File: config.mk
export PLATFORM = sky130hd
export DESIGN_NAME = switch_debounce_bank
export DESIGN_NICKNAME = d
export VERILOG_FILES = /design/src/rtl/switch_pkg.sv /design/src/rtl/switch_debounce_channel.sv /design/src/rtl/switch_debounce_bank.sv
export SDC_FILE = /design/constraint.sdc
export NUM_CORES = 1
export LEC_CHECK = 0
export ABC_AREA = 1
export BUFFER_PORTS_ARGS = -buffer_cell sky130_fd_sc_hd__buf_4
export CAP_MARGIN = 20
export CORE_MARGIN = 4
export CORE_UTILIZATION = 60
export DETAILED_ROUTE_END_ITERATION = 10
export PLACE_DENSITY = 0.79
export SYNTH_ARGS = -nofsm -noshare
export SYNTH_HDL_FRONTEND = slang
export SYNTH_HIERARCHICAL = 1
export SYNTH_SLANG_ARGS = --single-unit
File: constraint.sdc
create_clock -name clock -period 10 [get_ports clock]
set_clock_uncertainty 0.05 [all_clocks]
set_input_delay 0 -clock clock [delete_from_list [all_inputs] [get_ports clock]]
set_output_delay 0 -clock clock [all_outputs]
set_load 0.02 [all_outputs]
File: src/rtl/switch_pkg.sv
// Shared definitions for the switch debounce bank.
//   state_t                  : per-channel debounce FSM state
//   cnt_width()              : width of a counter able to hold 0..n
//   DEFAULT_DEBOUNCE_50MHZ   : 10 ms debounce window at 50 MHz
package switch_pkg;

    typedef enum logic [1:0] {
        ST_INIT   = 2'd0,
        ST_STABLE = 2'd1,
        ST_CHECK  = 2'd2
    } state_t;

    localparam int DEFAULT_DEBOUNCE_50MHZ = 500000;

    function automatic int cnt_width(input int n);
        return (n < 1) ? 1 : $clog2(n + 1);
    endfunction

endpackage

File: src/rtl/switch_debounce_channel.sv
// One switch channel: input synchroniser, debounce FSM with counter, and
// registered level / rise / fall / toggle outputs.
// Ports:
//   clock, reset   : clock and async active-low reset (already release-synchronised)
//   sw_raw         : unsynchronised pin
//   sw_level       : debounced level
//   pulse_rise/fall/toggle : one-cycle pulses on an accepted change
//   accept         : combinational "change accepted on the next edge", used by
//                    the top to register any_toggle in step with pulse_toggle
module switch_debounce_channel
    import switch_pkg::*;
#(
    parameter int SYNC_STAGES     = 2,
    parameter int DEBOUNCE_CYCLES = DEFAULT_DEBOUNCE_50MHZ
) (
    input  logic clock,
    input  logic reset,
    input  logic sw_raw,
    output logic sw_level,
    output logic pulse_rise,
    output logic pulse_fall,
    output logic pulse_toggle,
    output logic accept
);

    localparam int CNT_W  = cnt_width(DEBOUNCE_CYCLES);
    localparam int INIT_W = cnt_width(SYNC_STAGES);
    localparam logic [CNT_W-1:0]  CNT_MAX  = CNT_W'(DEBOUNCE_CYCLES);
    localparam logic [INIT_W-1:0] INIT_MAX = INIT_W'(SYNC_STAGES);

    logic [SYNC_STAGES-1:0] sync_q;
    logic                   sw_sync;
    logic [CNT_W-1:0]       cnt;
    logic [INIT_W-1:0]      init_cnt;
    state_t                 state;

    assign sw_sync = sync_q[SYNC_STAGES-1];
    assign accept  = (state == ST_CHECK) && (sw_sync != sw_level) && (cnt == CNT_MAX);

    always_ff @(posedge clock or negedge reset) begin
        if (!reset) begin
            sync_q       <= '0;
            cnt          <= '0;
            init_cnt     <= '0;
            state        <= ST_INIT;
            sw_level     <= 1'b0;
            pulse_rise   <= 1'b0;
            pulse_fall   <= 1'b0;
            pulse_toggle <= 1'b0;
        end else begin
            sync_q       <= {sync_q[SYNC_STAGES-2:0], sw_raw};
            pulse_rise   <= 1'b0;
            pulse_fall   <= 1'b0;
            pulse_toggle <= 1'b0;
            case (state)
                // Wait for the synchroniser to fill, then adopt its value
                // silently so a switch already up at power-on makes no pulse.
                ST_INIT: begin
                    if (init_cnt == INIT_MAX) begin
                        sw_level <= sw_sync;
                        state    <= ST_STABLE;
                    end else begin
                        init_cnt <= init_cnt + INIT_W'(1);
                    end
                end
                ST_STABLE: begin
                    if (sw_sync != sw_level) begin
                        cnt   <= CNT_W'(1);
                        state <= ST_CHECK;
                    end
                end
                ST_CHECK: begin
                    if (sw_sync == sw_level) begin
                        cnt   <= '0;
                        state <= ST_STABLE;
                    end else if (cnt == CNT_MAX) begin
                        sw_level     <= sw_sync;
                        pulse_rise   <= sw_sync;
                        pulse_fall   <= ~sw_sync;
                        pulse_toggle <= 1'b1;
                        cnt          <= '0;
                        state        <= ST_STABLE;
                    end else begin
                        cnt <= cnt + CNT_W'(1);
                    end
                end
                default: state <= ST_INIT;
            endcase
        end
    end

endmodule

File: src/rtl/switch_debounce_bank.sv
// Multi-channel switch/key conditioner for board pins.
// Ports:
//   clock        : system clock
//   reset        : async active-low reset; release is synchronised internally
//   sw_raw       : unsynchronised pins, one per channel
//   sw_level     : debounced levels
//   pulse_rise   : one-cycle pulse per accepted 0->1 change
//   pulse_fall   : one-cycle pulse per accepted 1->0 change
//   pulse_toggle : rise | fall per channel
//   any_toggle   : OR of pulse_toggle, registered in the same cycle
module switch_debounce_bank
    import switch_pkg::*;
#(
    parameter int CHANNELS        = 10,
    parameter int SYNC_STAGES     = 2,
    parameter int DEBOUNCE_CYCLES = DEFAULT_DEBOUNCE_50MHZ
) (
    input  logic                clock,
    input  logic                reset,
    input  logic [CHANNELS-1:0] sw_raw,
    output logic [CHANNELS-1:0] sw_level,
    output logic [CHANNELS-1:0] pulse_rise,
    output logic [CHANNELS-1:0] pulse_fall,
    output logic [CHANNELS-1:0] pulse_toggle,
    output logic                any_toggle
);

    // Reset asserts immediately, releases two edges later.
    logic [1:0]          rst_q;
    logic                rst_sync;
    logic [CHANNELS-1:0] accept;

    assign rst_sync = rst_q[1];

    always_ff @(posedge clock or negedge reset) begin
        if (!reset) rst_q <= '0;
        else        rst_q <= {rst_q[0], 1'b1};
    end

    for (genvar i = 0; i < CHANNELS; i++) begin : g_ch
        switch_debounce_channel #(
            .SYNC_STAGES     (SYNC_STAGES),
            .DEBOUNCE_CYCLES (DEBOUNCE_CYCLES)
        ) u_ch (
            .clock        (clock),
            .reset        (rst_sync),
            .sw_raw       (sw_raw[i]),
            .sw_level     (sw_level[i]),
            .pulse_rise   (pulse_rise[i]),
            .pulse_fall   (pulse_fall[i]),
            .pulse_toggle (pulse_toggle[i]),
            .accept       (accept[i])
        );
    end

    // Registered from the per-channel accept terms so it lines up with pulse_toggle.
    always_ff @(posedge clock or negedge rst_sync) begin
        if (!rst_sync) any_toggle <= 1'b0;
        else           any_toggle <= |accept;
    end

endmodule

* Yosys cells after proc, flatten, opt, wreduce, memory -nomap -nowiden
Cells that the tools add are included.
** Storage, ports and cells
- Register bits :: 293
- Logic and storage cells :: 543
** Cells by class
- Reductions and logical operators :: 91
- Bitwise gates (word level) :: 20
- Equal/unequal tests :: 110
- Multiplexer cells :: 220
- Add/subtract/negate cells :: 20
** Operators by type and width (count)
- $mux 19 :: 30
- $pmux 19 s2 :: 10
- $add 19x1->19 const B :: 10
- $eq 19x19->1 const B :: 10
- $mux 1 :: 120
- $mux 2 :: 40
- $pmux 2 s3 :: 10
- $eq 2x2->1 const B :: 20
- $ne 2x1->1 const B :: 20
- $ne 2x2->1 const B :: 20
- $reduce_and 2->1 :: 20
- $reduce_and 4->1 :: 10
- $reduce_bool 2->1 :: 20
- $ne 3x3->1 const B :: 10
- $reduce_and 3->1 :: 10
- $add 2x1->2 const B :: 10
- $eq 2x1->1 const B :: 10
- $logic_and 1x1->1 :: 20
- $logic_not 2->1 :: 10
- $not 1->1 :: 20
- $pmux 1 s2 :: 10
- $eq 1x1->1 :: 10
- $ne 1x1->1 :: 10
- $reduce_or 10->1 :: 1

* Longest topological paths before layout
- Depth in word-level cells :: 4
- Gate-level depth with buffers :: 10
- Depth with buffers taken out :: 10

* Cells and area by module
Netlist, hierarchy kept.
** By module, submodules not included
- switch_debounce_channel at g_ch[0].u_ch ... :: instances 9, area each 1691.6 um2, cells an instance 232
- switch_debounce_channel at g_ch[9].u_ch :: instances 1, area each 1684.1 um2, cells an instance 222
- switch_debounce_bank :: instances 1, area each 117.6 um2, cells an instance 13

* Worst setup path after synthesis
No wires, ideal clock.
- Path kind :: register to register
- From :: register g_ch[5].u_ch.sw_level
- To :: register any_toggle
- Data required time :: 9831 ps
- Setup slack :: 8571 ps
- Arrival time :: 1261 ps
- Path buffers :: 0
- Cell stages (with the launch flop) :: 9
- Cell sequence :: dfrtp_1 -> nand2_1 -> nand2_2 -> nor2_4 -> nand4_2 -> inv_1 -> or2_0 -> nor2_1 -> nand2_1
** On the way
- Longest elaborated chain between the ends :: 4
** RTL lines
- from (decl) :: line switch_debounce_channel.sv:19 : output logic sw_level,
- from (signal assigned) :: line switch_debounce_channel.sv:60 : sw_level <= sw_sync;
- from (signal assigned) :: line switch_debounce_channel.sv:77 : sw_level <= sw_sync;
- $ne 1x1->1 :: line switch_debounce_channel.sv:38 : assign accept = (state == ST_CHECK) && (sw_sync != sw_level) && (cnt == CNT_MAX);
- $logic_and 1x1->1 (2 in series) :: line switch_debounce_channel.sv:38
- net accept[5] :: line switch_debounce_bank.sv:31 : logic [CHANNELS-1:0] accept;
- $reduce_or 10->1 :: line switch_debounce_bank.sv:59 : else any_toggle <= |accept;
- to (signal assigned) :: line switch_debounce_bank.sv:59
- to (decl) :: line switch_debounce_bank.sv:25 : output logic any_toggle
The timed path passes the listed nets, and every way through them passes these cells.
A chain may end at the register's enable or synchronous reset.

==> results_dict.tcl <==
set metrics [dict create \
    h-tree-depth 2 \
    ff2ff_setup_slack_ns 7.37 \
    row_count 61 \
    antenna_left 0 \
    dieArea_sq_um 31100 \
    die_h_microns 176 \
    gr-total-overflow 0 \
    fin_nets 2458 \
    hold_path_depth 2 \
    synth_commonest_cells "nand2_1 (528), nor2_1 (386), inv_1 (339)" \
    drt_pass1_iterations 6 \
    slew_headroom_pct 35.4 \
    io_buffers 52 \
    fillers 2288 \
    peakVddDrop_mv 0.160 \
    arrival_ns 3.06 \
    cts.path.max_buffers 3 \
    fmax_ghz 0.381 \
    drt-initial-drc-count 1195 \
    dpl.hpwl_microns 26600 \
    synth_top_area_share_pct 43.1 \
    clk_pin_slew_worst_paths_ns 0.06 \
    area_growth_pct 12.3 \
    post-route-period-util_pct 26.3 \
    cts_buffers 35 \
    tns_ns 0 \
    crit_slowest_cell "dfrtp_4" \
    critPathMaxStageDelay_ns 0.91 \
    crit_chain "buf_4, buf_4" \
    clk_latency_ns 0.51 \
    root_buffer "clkbuf_16" \
    hold_violations 0 \
    critPathKind "register to async pin" \
    rr_worst_depth 2 \
    timing.critical_path.mode_cell "buf_4" \
    ys_warn_count 6 \
    n_antenna_cell 0 \
    synth_top_flop_cell "dfrtp_1" \
    min_period_ns 2.63 \
    cts_tree "done" \
    netlist_area_sq_um 17000 \
    synth_top_area_cell "dfrtp_1" \
    grt_max_degree 80 \
    cp-start-kind "register" \
    avgViaCountPerCell 5.33 \
    status "completed" \
    drive_gt1_share_pct 12.5 \
    grt.total_usage_pct 24.4 \
    postLayoutCoreUtil_pct 68.7 \
    synthDistinctLibCells 29 \
    post_dp_cell_area_sq_um 17800 \
    end_kind "async pin" \
    rsz0062_at_grt "false" \
    min_path_type "input pin to register" \
    cts_resized 0 \
    routed_wl_microns 37500 \
    cts_setup_buffers 0 \
    synth.avg_cell_area_sq_um 7.33 \
    initial_utilization_pct 61.1 \
    hold_end "g_ch[4].u_ch/sync_q[0]$_DFF_PN0_" \
    synth_nets 2365 \
    power.density_nw_per_um2 203 \
    grt_pass1_vias 14551 \
    worst_slew_pin_slew_ns 0.970 \
    rr_endpoint "g_ch[8].u_ch/cnt[10]$_DFFE_PN0P_" \
    crit_path_max_fanout 79 \
    io_pins 53 \
    max-cap-violations 0 \
    core-area_sq_um 27900 \
    cp.required_ns 10.43 \
    cts.sink_count 293 \
    synth-seq-area-share_pct 43.1 \
    ctsHoldBuffers 12 \
    die_x_microns 176 \
    synthArstFlopShare_pct 100 \
    ys_seq_elements 293 \
    drv_slew 0 \
    place.gp.congestion 0.936 \
    drcViolationCount 0 \
    syn_inst 2323 \
    hp-start "sw_raw[4]" \
    synthTopCellsByArea "dfrtp_1 (43%), nand2_1 (12%), nor2_1 (8.5%), inv_1 (7.5%), nand3_1 (6.2%)" \
    power_leakage_uw 0.00984 \
    synth.most_common_cell "nand2_1" \
    setup_viol 0 \
    synth_edf_count 0 \
    post_drt_wl_per_cell_microns 13.3 \
    grt_pass1_wl_microns 65100 \
    r2r-start "rst_q[1]$_DFF_PN0_" \
    design_area_sq_um 19100 \
    antenna_found_initial 0 \
    vias 15031 \
]
layer usage:
layer  routed length (microns)  share of wire, %  global-route usage, %  vias to the layer above
met1                     16900                45                   32.7                     7066
met3                      1580               4.2                   3.32                       73
met2                     18100                48                   41.6                      366
li1                          -                 -                      -                     7526
met5                         0                 0                      0                        -
met4                       909               2.4                   7.61                        0
cells by family after synthesis:
logic type | after synthesis | synth area share [%]
simple gates | 1438 | 39.2
buf+inv | 372 | 8.87
flops | 293 | 43.1
compound gates | 154 | 4.80
xor+xnor | 35 | 1.80
fa+ha+maj | 30 | 2.20
other cells | 1 | 0.0220
through the flow:
step / power, uW / setup slack [ns] / cells / hold WS (ns)
finish: 3880 / 7.37 / 2818 / 0.0953
global route: 4110 / 6.92 / 2818 / 0.0755
CTS: 3900 / 7.22 / 2818 / 0.0681
detailed placement: 2530 / 7.22 / 2745 / -0.265
global placement: 2500 / 7.26 / 2745 / -0.267
floorplan: 2320 / 1.18 / 2323 / -0.346
sequential cells by signal (all words and copies together), names as in the netlist:
signal                  flops
g_ch.u_ch/sync_q           20
g_ch.u_ch/sw_level         10
g_ch.u_ch/pulse_toggle     10
g_ch.u_ch/pulse_rise       10
g_ch.u_ch/init_cnt         20
rst_q                       2
g_ch.u_ch/cnt             190
any_toggle                  1
g_ch.u_ch/pulse_fall       10
g_ch.u_ch/state            20
worst max-delay path by stage:
stage,from,to,cells after the start
6_report,rst_q[1]$_DFF_PN0_,g_ch[8].u_ch/cnt[10]$_DFFE_PN0P_,2
5_1_grt,rst_q[1]$_DFF_PN0_,g_ch[8].u_ch/cnt[10]$_DFFE_PN0P_,2
4_1_cts,rst_q[1]$_DFF_PN0_,g_ch[8].u_ch/cnt[4]$_DFFE_PN0P_,2
3_5_place_dp,rst_q[1]$_DFF_PN0_,g_ch[8].u_ch/cnt[13]$_DFFE_PN0P_,2
3_3_place_gp,rst_q[1]$_DFF_PN0_,g_ch[8].u_ch/sw_level$_DFFE_PN0P_,2
2_1_floorplan,rst_q[1]$_DFF_PN0_,any_toggle$_DFF_PN0_,0
final cells by class:
| class | count | area (sq um) | area share, % |
|---|---|---|---|
| multi-input combinational | 1658 | 8180 | 42.8 |
| sequential | 293 | 7340 | 38.4 |
| inverter | 360 | 1350 | 7.07 |
| clock buffer | 46 | 1030 | 5.38 |
| timing repair buffer | 68 | 541 | 2.83 |
| tap | 378 | 473 | 2.47 |
| clock inverter | 15 | 211 | 1.11 |
cells in the final DEF (no fill, tap or decap), types with 18 or more instances in the layout:
cell type	Yosys	final
ha_1	30	30
o21ai_1	18	18
inv_1	339	339
nand2_4	28	28
nor2_2	38	38
clkbuf_16	0	37
nand2_1	528	528
nand2_2	68	68
nor3_1	58	58
nand3_1	212	212
nor2_1	386	386
dfrtp_1	293	292
inv_2	21	21
xor2_1	35	35
a21oi_1	66	66
o21ai_0	51	51
o21bai_1	18	18
buf_4	1	56
nand4_1	83	83
critical path: cells and delay by family, from the launching register on:
family	cells	cell delay, ns
buffers and inverters	2	1.52
DFF	1	0.91
power breakdown:
group / internal (uW) / switching [uW]
logic: 308 / 796
registers: 1300 / 126
clock network: 853 / 495
total: 2460 / 1420
Power figures use the tool's default switching activity.
